==> config.mk <==
export PLATFORM = sky130hd
export DESIGN_NAME = uart_rx
export DESIGN_NICKNAME = d
export VERILOG_FILES = /design/src/rtl/uart_rx.sv
export SDC_FILE = /design/constraint.sdc
export NUM_CORES = 1
export LEC_CHECK = 0
export BUFFER_PORTS_ARGS = -buffer_cell sky130_fd_sc_hd__buf_2
export CAP_MARGIN = 10
export CORE_MARGIN = 8
export CORE_UTILIZATION = 35
export CTS_BUF_LIST = sky130_fd_sc_hd__clkbuf_4
export DETAILED_ROUTE_END_ITERATION = 10
export PLACE_DENSITY = 0.61
export SYNTH_ARGS = -nofsm -noshare
export SYNTH_HDL_FRONTEND = slang
export SYNTH_SLANG_ARGS = --single-unit
==> constraint.sdc <==
create_clock -name clk -period 1.9 [get_ports clk]
set_clock_uncertainty 0.05 [all_clocks]
set_input_delay 0.285 -clock clk [delete_from_list [all_inputs] [get_ports clk]]
set_output_delay 0.285 -clock clk [all_outputs]
set_load 0.01 [all_outputs]
==> src/rtl/uart_rx.sv <==
// Oversampling UART receiver: start/data/stop framing LSB-first, with a valid/ack output handshake.
// Define UART_RX_PARITY_EN to add an even-parity bit and the parity_error output.
module uart_rx #(
  parameter int DATA_BITS  = 8,
  parameter int BAUD       = 9600,
  parameter int SYS_CLK    = 12000000,
  parameter int OVERSAMPLE = 16
) (
  input  logic                 clk,
  input  logic                 rst_n,
  input  logic                 enable,
  input  logic                 rx_wire,
  output logic [DATA_BITS-1:0] rx_data,
  output logic                 data_valid,
  input  logic                 data_ack,
  output logic                 framing_error,
`ifdef UART_RX_PARITY_EN
  output logic                 parity_error,
`endif
  output logic                 overrun
);

  // state   | meaning
  // IDLE    | line idle; waiting for a falling edge, counters cleared
  // START   | half a bit in; confirm the start bit is still low
  // DATA    | sampling data bits at bit centre, LSB first
  // PARITY  | sampling the even-parity bit (parity build only)
  // STOP    | sampling the stop bit
  // BRK     | stop bit was low; wait for the line to return high

  localparam int DIV    = SYS_CLK / (BAUD * OVERSAMPLE);
  localparam int DIV_W  = (DIV > 1) ? $clog2(DIV) : 1;
  localparam int TICK_W = $clog2(OVERSAMPLE);
  localparam int BIT_W  = $clog2(DATA_BITS);

  localparam logic [DIV_W-1:0]  DIV_LAST  = DIV_W'(DIV - 1);
  localparam logic [TICK_W-1:0] HALF_LOAD = TICK_W'(OVERSAMPLE / 2 - 1);
  localparam logic [TICK_W-1:0] FULL_LOAD = TICK_W'(OVERSAMPLE - 1);
  localparam logic [BIT_W-1:0]  BIT_LAST  = BIT_W'(DATA_BITS - 1);

  typedef enum logic [2:0] {
    S_IDLE   = 3'd0,
    S_START  = 3'd1,
    S_DATA   = 3'd2,
    S_PARITY = 3'd3,
    S_STOP   = 3'd4,
    S_BRK    = 3'd5
  } state_t;

  state_t state, state_nxt;

  logic [1:0]           sync_q;
  logic                 rx_s;
  logic [DIV_W-1:0]     div_cnt;
  logic [TICK_W-1:0]    tick_cnt;
  logic [BIT_W-1:0]     bit_cnt;
  logic [DATA_BITS-1:0] shift_reg;
  logic                 tick;
  logic                 sample;
  logic                 deliver_q;

  logic load_half, load_full, bit_clr, shift_en;
  logic deliver_set, ferr_set, perr_set;

  assign rx_s   = sync_q[1];
  assign tick   = enable && (state != S_IDLE) && (div_cnt == DIV_LAST);
  assign sample = tick && (tick_cnt == '0);

  always_ff @(posedge clk or negedge rst_n) begin
    if (!rst_n) sync_q <= 2'b11;
    else        sync_q <= {sync_q[0], rx_wire};
  end

  always_ff @(posedge clk or negedge rst_n) begin
    if (!rst_n) state <= S_IDLE;
    else        state <= state_nxt;
  end

  always_comb begin
    state_nxt   = state;
    load_half   = 1'b0;
    load_full   = 1'b0;
    bit_clr     = 1'b0;
    shift_en    = 1'b0;
    deliver_set = 1'b0;
    ferr_set    = 1'b0;
    perr_set    = 1'b0;
    case (state)
      S_IDLE: begin
        if (!rx_s) begin
          state_nxt = S_START;
          load_half = 1'b1;
        end
      end
      S_START: begin
        if (sample) begin
          if (!rx_s) begin
            state_nxt = S_DATA;
            load_full = 1'b1;
            bit_clr   = 1'b1;
          end else begin
            state_nxt = S_IDLE;
          end
        end
      end
      S_DATA: begin
        if (sample) begin
          shift_en  = 1'b1;
          load_full = 1'b1;
          if (bit_cnt == BIT_LAST) begin
`ifdef UART_RX_PARITY_EN
            state_nxt = S_PARITY;
`else
            state_nxt = S_STOP;
`endif
          end
        end
      end
`ifdef UART_RX_PARITY_EN
      S_PARITY: begin
        if (sample) begin
          perr_set  = (^shift_reg) ^ rx_s;
          load_full = 1'b1;
          state_nxt = S_STOP;
        end
      end
`endif
      S_STOP: begin
        if (sample) begin
          if (rx_s) begin
            deliver_set = 1'b1;
            state_nxt   = S_IDLE;
          end else begin
            ferr_set  = 1'b1;
            state_nxt = S_BRK;
          end
        end
      end
      S_BRK: begin
        if (rx_s) state_nxt = S_IDLE;
      end
      default: state_nxt = S_IDLE;
    endcase
    if (!enable) begin
      state_nxt   = S_IDLE;
      load_half   = 1'b0;
      load_full   = 1'b0;
      bit_clr     = 1'b0;
      shift_en    = 1'b0;
      deliver_set = 1'b0;
      ferr_set    = 1'b0;
      perr_set    = 1'b0;
    end
  end

  // Prescaler restarts at every start edge so the bit-centre phase follows the incoming frame.
  always_ff @(posedge clk or negedge rst_n) begin
    if (!rst_n)                             div_cnt <= '0;
    else if (!enable || state == S_IDLE)    div_cnt <= '0;
    else if (tick)                          div_cnt <= '0;
    else                                    div_cnt <= div_cnt + 1'b1;
  end

  always_ff @(posedge clk or negedge rst_n) begin
    if (!rst_n)         tick_cnt <= '0;
    else if (load_half) tick_cnt <= HALF_LOAD;
    else if (load_full) tick_cnt <= FULL_LOAD;
    else if (tick)      tick_cnt <= tick_cnt - 1'b1;
  end

  always_ff @(posedge clk or negedge rst_n) begin
    if (!rst_n) begin
      bit_cnt   <= '0;
      shift_reg <= '0;
    end else begin
      if (bit_clr)       bit_cnt <= '0;
      else if (shift_en) bit_cnt <= bit_cnt + 1'b1;
      if (shift_en)      shift_reg <= {rx_s, shift_reg[DATA_BITS-1:1]};
    end
  end

  // shift_reg is stable in IDLE, so the word is still intact on the cycle after the stop sample.
  always_ff @(posedge clk or negedge rst_n) begin
    if (!rst_n) begin
      deliver_q     <= 1'b0;
      rx_data       <= '0;
      data_valid    <= 1'b0;
      overrun       <= 1'b0;
      framing_error <= 1'b0;
    end else begin
      deliver_q     <= deliver_set;
      framing_error <= ferr_set;
      if (deliver_q) begin
        if (!data_valid || data_ack) begin
          rx_data    <= shift_reg;
          data_valid <= 1'b1;
        end else begin
          overrun <= 1'b1;
        end
      end else if (data_ack && data_valid) begin
        data_valid <= 1'b0;
        overrun    <= 1'b0;
      end
    end
  end

`ifdef UART_RX_PARITY_EN
  always_ff @(posedge clk or negedge rst_n) begin
    if (!rst_n) parity_error <= 1'b0;
    else        parity_error <= perr_set;
  end
`endif

endmodule

==> results of run 1 <==
what timing repair did:
item / 4_1_cts / 5_1_grt
setup buffers: 0 / 1
endpoints found under the hold margin: 38 / 0
gates resized for setup: 0 / 1
hold buffers: 2 / 0
setup endpoints to repair: 0 / 9
placed cells by master (no fill, tap or decap), drive strengths merged, types with 2 or more instances in the layout:
master       instances
dfrtp               37
buf                 23
mux2                18
nand2                8
nor2                 7
nand2b               6
ha                   6
nand4                5
clkbuf               5
nand3                5
inv                  4
xor2                 4
o21ai                4
nor3b                4
xnor2                3
a21oi                3
and2                 2
nor4                 2
or3                  2
a22o                 2
dlygate4sd3          2
dfstp                2
clkinv               2
cell families after synthesis:
kind of cell	after synthesis	synth area share
xor gates and xnor gates	7	0.0351
and+or+nand+nor	47	0.167
adders and majority gates	6	0.0429
AOI/OAI and AO/OA	13	0.0508
DFF	39	0.559
muxes	19	0.124
buffers and inverters	8	0.0215
final cells by class:
type	count	area (um^2)	area share
repair buffers	25	159	0.0777
multi-input cells	92	733	0.358
clock inverters	3	38.8	0.0190
flip-flops and latches	39	978	0.478
clock buffers	5	37.5	0.0183
well taps	67	83.8	0.0410
inverters	4	15.0	0.00734
through the flow:
stage	TNS, ps	hold slack, ps	setup WS, ps	util	area (um^2)
CTS	0	82.1	53.6	0.425	2030
finish	0	102	59.4	0.427	2050
detailed placement	0	297	69.2	0.405	1940
global route	-129	82.4	-22.7	0.427	2050
global placement	0	298	114	0.405	1940
floorplan	0	-60.6	73.3	-	1750
power by group:
| group | internal (mW) | switching (mW) |
|---|---|---|
| sequential | 0.837 | 0.00630 |
| clock | 0.271 | 0.257 |
| combinational | 0.0175 | 0.0296 |
worst paths after layout:
| kind | from | to | slack (ps) | cells past startpoint |
|---|---|---|---|---|
| max | tick_cnt[0] | bit_cnt[0] | 60 | 6 |
| min | data_ack | overrun | 100 | 2 |
| max reg2reg | tick_cnt[0] | bit_cnt[0] | 60 | 6 |
| min reg2reg | sync_q[0] | sync_q[1] | 310 | 0 |
| max in group asynchronous | rst_n | sync_q[0] | 960 | 3 |
| min in group asynchronous | rst_n | tick_cnt[1] | 480 | 3 |
metal layers:
metal / GRT usage / vias up / routed length (um)
met1: 0.104 / 545 / 1420
met5: 0 / - / 0
li1: - / 544 / -
met2: 0.131 / 15 / 1360
met3: 0.0388 / 2 / 138
met4: 0.0235 / 0 / 19
cells in the mapped netlist, types with 2 or more instances:
cell type   n
nor4_1      2
ha_1        6
nand2_1     8
a21oi_1     3
nor2_1      7
a22o_1      2
xnor2_1     3
nor3b_1     3
mux2_2     17
or3_1       2
xor2_1      4
dfrtp_1    37
o21ai_0     4
inv_1       4
buf_2       3
and2_1      2
nand2b_1    6
nand4_1     5
dfstp_2     2
nand3_1     4
==> results.py, run 1 <==
metrics = {
    "sta": {
        "slew_violations": 0,
        "max_freq_ghz": 0.543,
        "rsz0062_at_grt": "yes",
        "fin_crit_ps": 1840,
        "hold_viol": 0,
        "period_share": 0.969,
        "setup_viol": 0,
        "worstMarginPinSlew_ps": 483,
        "slew_headroom": 0.678,
    },
    "synthesis": {
        "ys_ff_latch": 39,
        "synth-edff-count": 0,
        "synth-main-ff-cell": "dfrtp_1",
        "synth_seq_area_share": 0.559,
        "synthCells": 139,
        "syn_area_um2": 1750,
        "ys_types": 35,
        "syn_avg_cell_area_um2": 12.6,
        "synth_top_area_share": 0.529,
        "yosys.area.top_type": "dfrtp_1",
        "ys.warnings.count": 0,
        "synthArstFlopShare": 1.00,
        "synth_nets": 150,
        "synth_area_leaders": "dfrtp_1 53%, mux2_2 11%, ha_1 4.3%",
    },
    "routing": {
        "drcViolationCount": 0,
        "dr.pass1.iters": 4,
        "drtIter0Drc": 70,
        "viasPerCell": 4.71,
        "ant_nets": 0,
        "post_drt_wl_per_cell_um": 12.5,
        "vias": 1106,
        "wl_um": 2940,
    },
    "clocking": {
        "cts_tree": "built",
        "cts_root_buf": "clkbuf_4",
        "cts_buffer_depth": 2,
        "clkTransAtPathRegs_ps": 120,
        "clk_latency_ps": 330,
        "cts_sinks": 39,
        "h-tree-depth": 2,
        "cts_buffers": 5,
    },
    "power_and_ir_drop": {
        "powerDensity_nw_per_um2": 693,
        "leakage_nw": 0.993,
        "fin_total_pwr_mw": 1.42,
        "peakVddDrop_uv": 483,
    },
    "die": {
        "dieArea_um2": 7520,
        "die_y_um": 86.7,
        "fp.dieW_um": 86.7,
        "boundaryPins": 16,
        "num_rows": 25,
        "start_util": 0.365,
        "core_area_um2": 4790,
    },
    "global_route": {
        "grt_usage": 0.0851,
        "grt_overflow": 0,
        "grt_start_max_net_pins": 40,
        "grt_pass1_wl_um": 5090,
        "antenna_found_initial": 0,
        "grt_pass1_vias": 1116,
    },
    "cells_and_area": {
        "syn_to_final_growth_pct": 17.0,
        "antenna_cells": 0,
        "fillCellCount": 469,
        "drive_gt1_frac": 0.321,
        "nNetsFinal": 178,
        "finalNonFillerCells": 235,
    },
    "placed_design": {
        "dp_hpwl_um": 2180,
        "place.gp.congestion": 0.781,
        "port_buffers": 15,
        "dp_cells": 224,
    },
    "setup_path": {
        "worstSetupEndpointType": "flop",
        "cp_max_fo": 4,
        "critPathRequiredTime_ps": 2070,
        "path_delay_family": "simple AND/OR/NAND/NOR gates",
        "crit_buf_inv": 1,
        "path_class": "flop to flop",
        "critical_path.startpoint_type": "flop",
        "worstPathArrival_ps": 2010,
        "critical_path.cell_chain": "inv_1 > ha_1 > nor3b_4 > nand3_4 > or3_1 > mux2_4",
        "max_stage_delay_ps": 410,
        "slowest_stage": "or3_1",
    },
    "worst_hold_path": {
        "hold_path_class": "primary input to flop",
    },
    "run": {
        "maxCapViolCount": 0,
    },
    "run_status": {
        "outcome": "completed",
    },
}
No activity file was read; power rests on OpenSTA's default activity.
==> run 2: changes to the inputs <==
--- a/config.mk
+++ b/config.mk
@@ -8,10 +8,10 @@
 export BUFFER_PORTS_ARGS = -buffer_cell sky130_fd_sc_hd__buf_2
 export CAP_MARGIN = 10
 export CORE_MARGIN = 8
-export CORE_UTILIZATION = 35
+export CORE_UTILIZATION = 52
 export CTS_BUF_LIST = sky130_fd_sc_hd__clkbuf_4
 export DETAILED_ROUTE_END_ITERATION = 10
-export PLACE_DENSITY = 0.61
+export PLACE_DENSITY = 0.81
 export SYNTH_ARGS = -nofsm -noshare
 export SYNTH_HDL_FRONTEND = slang
 export SYNTH_SLANG_ARGS = --single-unit
==> run 2 against run 1 <==
  * Clock-buffer cell count stayed put
  * Global-route usage is 4.1 points higher
  * Largest cell class unchanged
  * Maximum frequency hardly changed
  * Die area is 27% lower
==> results.py, run 2 (synthesized netlist as in run 1, its figures left out) <==
metrics = {
    "sta": {
        "period_share": 0.969,
        "hold_ws_ps": 96.3,
        "hold_viol": 0,
        "setup_viol": 0,
        "finalWorstSetupSlack_ps": 58.8,
        "slew_headroom": 0.682,
        "fin_crit_ps": 1840,
        "worstMarginPinSlew_ps": 477,
        "max_freq_ghz": 0.543,
        "slew_violations": 0,
    },
    "die": {
        "dieArea_um2": 5480,
        "num_rows": 21,
        "start_util": 0.533,
        "boundaryPins": 16,
        "die_y_um": 74,
        "fp.dieW_um": 74,
        "core_area_um2": 3280,
    },
    "placed_design": {
        "place.gp.congestion": 0.800,
        "dp_hpwl_um": 2210,
        "port_buffers": 15,
        "pre_cts_slack_ps": 42.9,
        "dpl-instance-area_um2": 1910,
    },
    "setup_path": {
        "max_stage_delay_ps": 410,
        "critical_path.startpoint_type": "flop",
        "worstSetupEndpointType": "flop",
        "path_class": "flop to flop",
        "r2r-start": "tick_cnt[1]",
        "startpoint": "tick_cnt[1]",
        "critical_path.cell_chain": "inv_1 > ha_1 > nor3b_4 > nand3_4 > nor2_2 > buf_6 > mux2_2",
        "worstPathArrival_ps": 2030,
        "slowest_stage": "dfrtp_1",
        "cp_max_fo": 11,
        "rr_worst_depth": 7,
        "critPathRequiredTime_ps": 2080,
    },
    "routing": {
        "viasPerCell": 5.35,
        "drtIter0Drc": 67,
        "drcViolationCount": 0,
        "wl_um": 3070,
        "vias": 1145,
        "ant_nets": 0,
        "post_drt_wl_per_cell_um": 14.3,
        "dr.pass1.iters": 4,
    },
    "clocking": {
        "h-tree-depth": 2,
        "clk_latency_ps": 340,
        "cts_root_buf": "clkbuf_4",
        "cts_sinks": 39,
        "cts_tree": "built",
        "clkTransAtPathRegs_ps": 110,
        "cts_buffers": 5,
        "cts_buffer_depth": 2,
    },
    "global_route": {
        "grt_start_max_net_pins": 40,
        "antenna_found_initial": 0,
        "grt_pass1_wl_um": 5290,
        "grt_overflow": 0,
        "grt_pass1_vias": 1175,
        "grt_usage": 0.126,
    },
    "power_and_ir_drop": {
        "p_sw_frac": 0.209,
        "power_frac_seq": 0.593,
        "peakVddDrop_uv": 534,
        "powerDensity_nw_per_um2": 701,
        "netSwitchingPower_uw": 297,
        "combPwrFrac": 0.034,
        "clockPowerShare": 0.373,
        "p_int_mw": 1.12,
        "leakage_nw": 0.995,
    },
    "run_status": {
        "outcome": "completed",
    },
    "cells_and_area": {
        "antenna_cells": 0,
        "final_common_cell": "dfrtp_1",
        "drive_gt1_frac": 0.333,
        "nNetsFinal": 178,
        "final_cell_area_um2": 2030,
        "layout_common_cells": "37 x dfrtp_1, 17 x mux2_2, 15 x buf_2, 8 x nand2_1, 7 x buf_4",
        "syn_to_final_growth_pct": 15.9,
    },
    "run": {
        "maxCapViolCount": 0,
    },
    "worst_hold_path": {
        "holdCritStartpoint": "data_ack",
        "hold_depth": 2,
        "hold_path_class": "primary input to flop",
    },
}
-- run 2: layout make-up --
type                    instances  area [um^2]
clock buffers                   5         37.5
clock inverters                 3         38.8
fillers                       266         1260
inverters                       4         15.0
multi-input cells              92          741
flip-flops and latches         39          978
well taps                      46         57.6
repair buffers                 25          159
-- run 2: stage by stage --
| stage | instances | setup TNS (ps) | power, mW | utilization |
|---|---|---|---|---|
| 3_3_place_gp | 203 | 0 | 0.902 | 0.582 |
| 6_report | 214 | 0 | 1.42 | 0.617 |
| 3_5_place_dp | 203 | 0 | 0.904 | 0.582 |
| 5_1_grt | 214 | -81.6 | 1.49 | 0.617 |
| 4_1_cts | 213 | 0 | 1.44 | 0.611 |
| 2_1_floorplan | 139 | 0 | 0.875 | - |
-- run 2: metal layers --
layer	global-route usage	vias up	part of all wire
met1	0.146	573	0.43
met5	0	-	0
met2	0.209	19	0.51
li1	-	547	-
met3	0.0499	6	0.048
met4	0.0399	0	0.012
-- run 2: path summary, 6_finish.rpt --
check / endpoint / slack (ps)
min in group asynchronous: div_cnt[6] / 450
setup / recovery: shift_reg[5] / 60
max in group asynchronous: sync_q[1] / 980
setup reg to reg: shift_reg[5] / 60
hold / removal: overrun / 100
hold reg to reg: sync_q[1] / 310
-- run 2: timing repair --
| action | 4_1_cts | 5_1_grt |
|---|---|---|
| gates resized for setup | 0 | 3 |
| hold buffers | 2 | 0 |
| endpoints found under the hold margin | 38 | 0 |
| endpoints found under the setup margin | 0 | 10 |
| setup buffers | 0 | 1 |
-- run 2: power groups by stage --
stage          Combinational, mW  Clock (mW)  Sequential, mW
5_1_grt                   0.0551       0.594           0.845
6_report                  0.0477       0.530           0.844
3_5_place_dp              0.0450           0           0.859
4_1_cts                   0.0485       0.545           0.843
2_1_floorplan             0.0184           0           0.856
3_3_place_gp              0.0431           0           0.859
-- run 2: worst max-delay path, delay by kind of cell, from the launching register on --
| family | cells | cell delay [ps] |
|---|---|---|
| fa+ha+maj | 1 | 150 |
| buf+inv | 2 | 260 |
| flops | 1 | 410 |
| mux | 1 | 340 |
| simple gates | 3 | 510 |
==> run 3: changes to the inputs <==
==> constraint.sdc (replaced) <==
create_clock -name clk -period 1.9 [get_ports clk]
set_clock_uncertainty 0.05 [all_clocks]
set_input_delay 0.095 -clock clk [delete_from_list [all_inputs] [get_ports clk]]
set_output_delay 0.095 -clock clk [all_outputs]
set_load 0.01 [all_outputs]
==> run 3 against run 2 <==
  * Power down 7.0%
  * Sequential share of layout area about the same
  * First-iteration DRC count up 45%
  * Clock-buffer cell count up 1
  * Sequential power about the same
  * Routed wire length up 3.5%
  * Global-route usage up 0.092 points
  * Cell count up 0.93%
  * Via count up 0.61%
  * Clock power down 19%
  * Sequential cell count unchanged
  * Largest power group unchanged
==> results.py, run 3 (synthesized netlist as in run 1, its figures left out) <==
metrics = {
    "run_status": {
        "outcome": "completed",
    },
    "die": {
        "die_y_um": 74,
        "boundaryPins": 16,
        "dieArea_um2": 5480,
        "num_rows": 21,
        "fp.dieW_um": 74,
        "core_area_um2": 3280,
        "start_util": 0.533,
    },
    "setup_path": {
        "r2r-end": "bit_cnt[0]",
        "slowest_stage": "dfrtp_1",
        "max_stage_delay_ps": 400,
        "r2r_slack_ps": 80,
        "worstPathArrival_ps": 2010,
        "critPathRequiredTime_ps": 2090,
        "r2r-start": "tick_cnt[0]",
        "critical_path.startpoint_type": "flop",
        "critical_path.cell_chain": "inv_1 > ha_1 > nor3b_4 > nand3_4 > or3_4 > mux2_4",
        "path_class": "flop to flop",
        "crit_buf_inv": 1,
        "rr_worst_depth": 6,
        "cp_max_fo": 4,
        "worstSetupEndpointType": "flop",
        "path_delay_family": "simple AND/OR/NAND/NOR gates",
    },
    "worst_hold_path": {
        "hold_path_class": "flop to flop",
        "whs_endpoint": "sync_q[1]",
        "holdCritStartpoint": "sync_q[0]",
        "hold_depth": 0,
    },
    "global_route": {
        "grt_start_max_net_pins": 40,
        "grt_usage": 0.127,
        "grt_overflow": 0,
        "grt_pass1_wl_um": 5290,
        "grt_pass1_vias": 1196,
        "antenna_found_initial": 0,
    },
    "sta": {
        "max_freq_ghz": 0.551,
        "fin_crit_ps": 1820,
        "hold_viol": 0,
        "final.setup.tns_ps": 0,
        "period_share": 0.955,
        "slew_headroom": 0.441,
        "worstMarginPinSlew_ps": 838,
        "setup_viol": 0,
        "slew_violations": 0,
    },
    "cells_and_area": {
        "syn_to_final_growth_pct": 16.0,
        "nNetsFinal": 180,
        "drive_gt1_frac": 0.335,
        "seq_area_um2": 978,
        "fillCellCount": 258,
        "final_common_cell": "dfrtp_1",
        "final_cell_area_um2": 2030,
        "finalNonFillerCells": 216,
        "layout_common_cells": "37 x dfrtp_1, 17 x mux2_2, 15 x buf_2, 8 x nand2_1, 7 x buf_4",
        "multi_input_area_um2": 741,
        "antenna_cells": 0,
    },
    "clocking": {
        "clkTransAtPathRegs_ps": 110,
        "clk_latency_ps": 350,
        "cts_buffers": 5,
        "h-tree-depth": 2,
        "cts_buffer_depth": 2,
        "cts_sinks": 39,
        "cts_root_buf": "clkbuf_4",
        "cts_tree": "built",
    },
    "routing": {
        "ant_nets": 0,
        "vias": 1152,
        "dr.pass1.iters": 4,
        "drtIter0Drc": 97,
        "viasPerCell": 5.33,
        "post_drt_wl_per_cell_um": 14.7,
        "wl_um": 3170,
        "drcViolationCount": 0,
    },
    "power_and_ir_drop": {
        "peakVddDrop_uv": 429,
        "leakage_nw": 0.992,
        "fin_total_pwr_mw": 1.32,
        "powerDensity_nw_per_um2": 652,
    },
    "run": {
        "maxCapViolCount": 0,
    },
    "placed_design": {
        "dp_cells": 202,
        "dpl-instance-area_um2": 1900,
        "place.gp.congestion": 0.795,
        "port_buffers": 15,
        "dp_hpwl_um": 2310,
    },
}
run 3: cell count changes in the layout (fill, tap and decap cells not counted), sizes merged:
cell,before,now
clkbuf,5,6
clkinv,2,1
bufinv,1,0
clkinvlp,0,1
dlygate4sd3,2,4
run 3: worst max-delay path by stage:
stage                start          to  slack [ps]  cells past startpoint
3_5_place_dp   tick_cnt[1]  bit_cnt[0]          60                      6
2_1_floorplan   div_cnt[1]  bit_cnt[0]          70                      7
4_1_cts        tick_cnt[1]  bit_cnt[0]          30                      6
3_3_place_gp   tick_cnt[1]  bit_cnt[0]         120                      6
6_report       tick_cnt[0]  bit_cnt[0]          80                      6
5_1_grt        tick_cnt[1]  bit_cnt[0]          -3                      6
run 3: metal layers:
| layer | track usage | up-vias | wire length [um] |
|---|---|---|---|
| met5 | 0 | - | 0 |
| met4 | 0.0532 | 0 | 48 |
| met3 | 0.0445 | 6 | 123 |
| met2 | 0.222 | 14 | 1670 |
| met1 | 0.136 | 578 | 1330 |
| li1 | - | 554 | - |
run 3: area by class of cell:
type | instances | area share
Clock inverter | 2 | 0.00617
Inverter | 4 | 0.00740
Timing Repair Buffer | 27 | 0.0882
Tap cell | 46 | 0.0284
Sequential cell | 39 | 0.482
Multi-Input combinational cell | 92 | 0.365
Clock buffer | 6 | 0.0222
run 3: repair_timing:
item                                    in CTS  in global routing
resized for setup                            0                  3
endpoints found under the hold margin       41                  0
hold buffers                                 4                  0
setup buffers                                0                  2
endpoints found under the setup margin       0                 10
run 3: stage by stage:
step	worst slack (ps)	utilization	hold slack [ps]
after CTS	33.1	0.610	316
after global placement	123	0.580	152
after detailed placement	63.2	0.580	154
after floorplan	73.3	-	-251
after global routing	-2.71	0.618	322
final	84.8	0.618	317
run 3: worst register-to-register path, stage by stage (launching register included):
cell and delay (ps):
dfrtp_1 400, inv_1 90, ha_1 150, nor3b_4 240, nand3_4 110, or3_4 400, mux2_4 260
run 3: report_power, final:
part	internal (mW)	switching, mW	total, mW
Sequential	0.837	0.00685	0.844
Combinational	0.0189	0.0308	0.0498
Clock	0.157	0.272	0.429
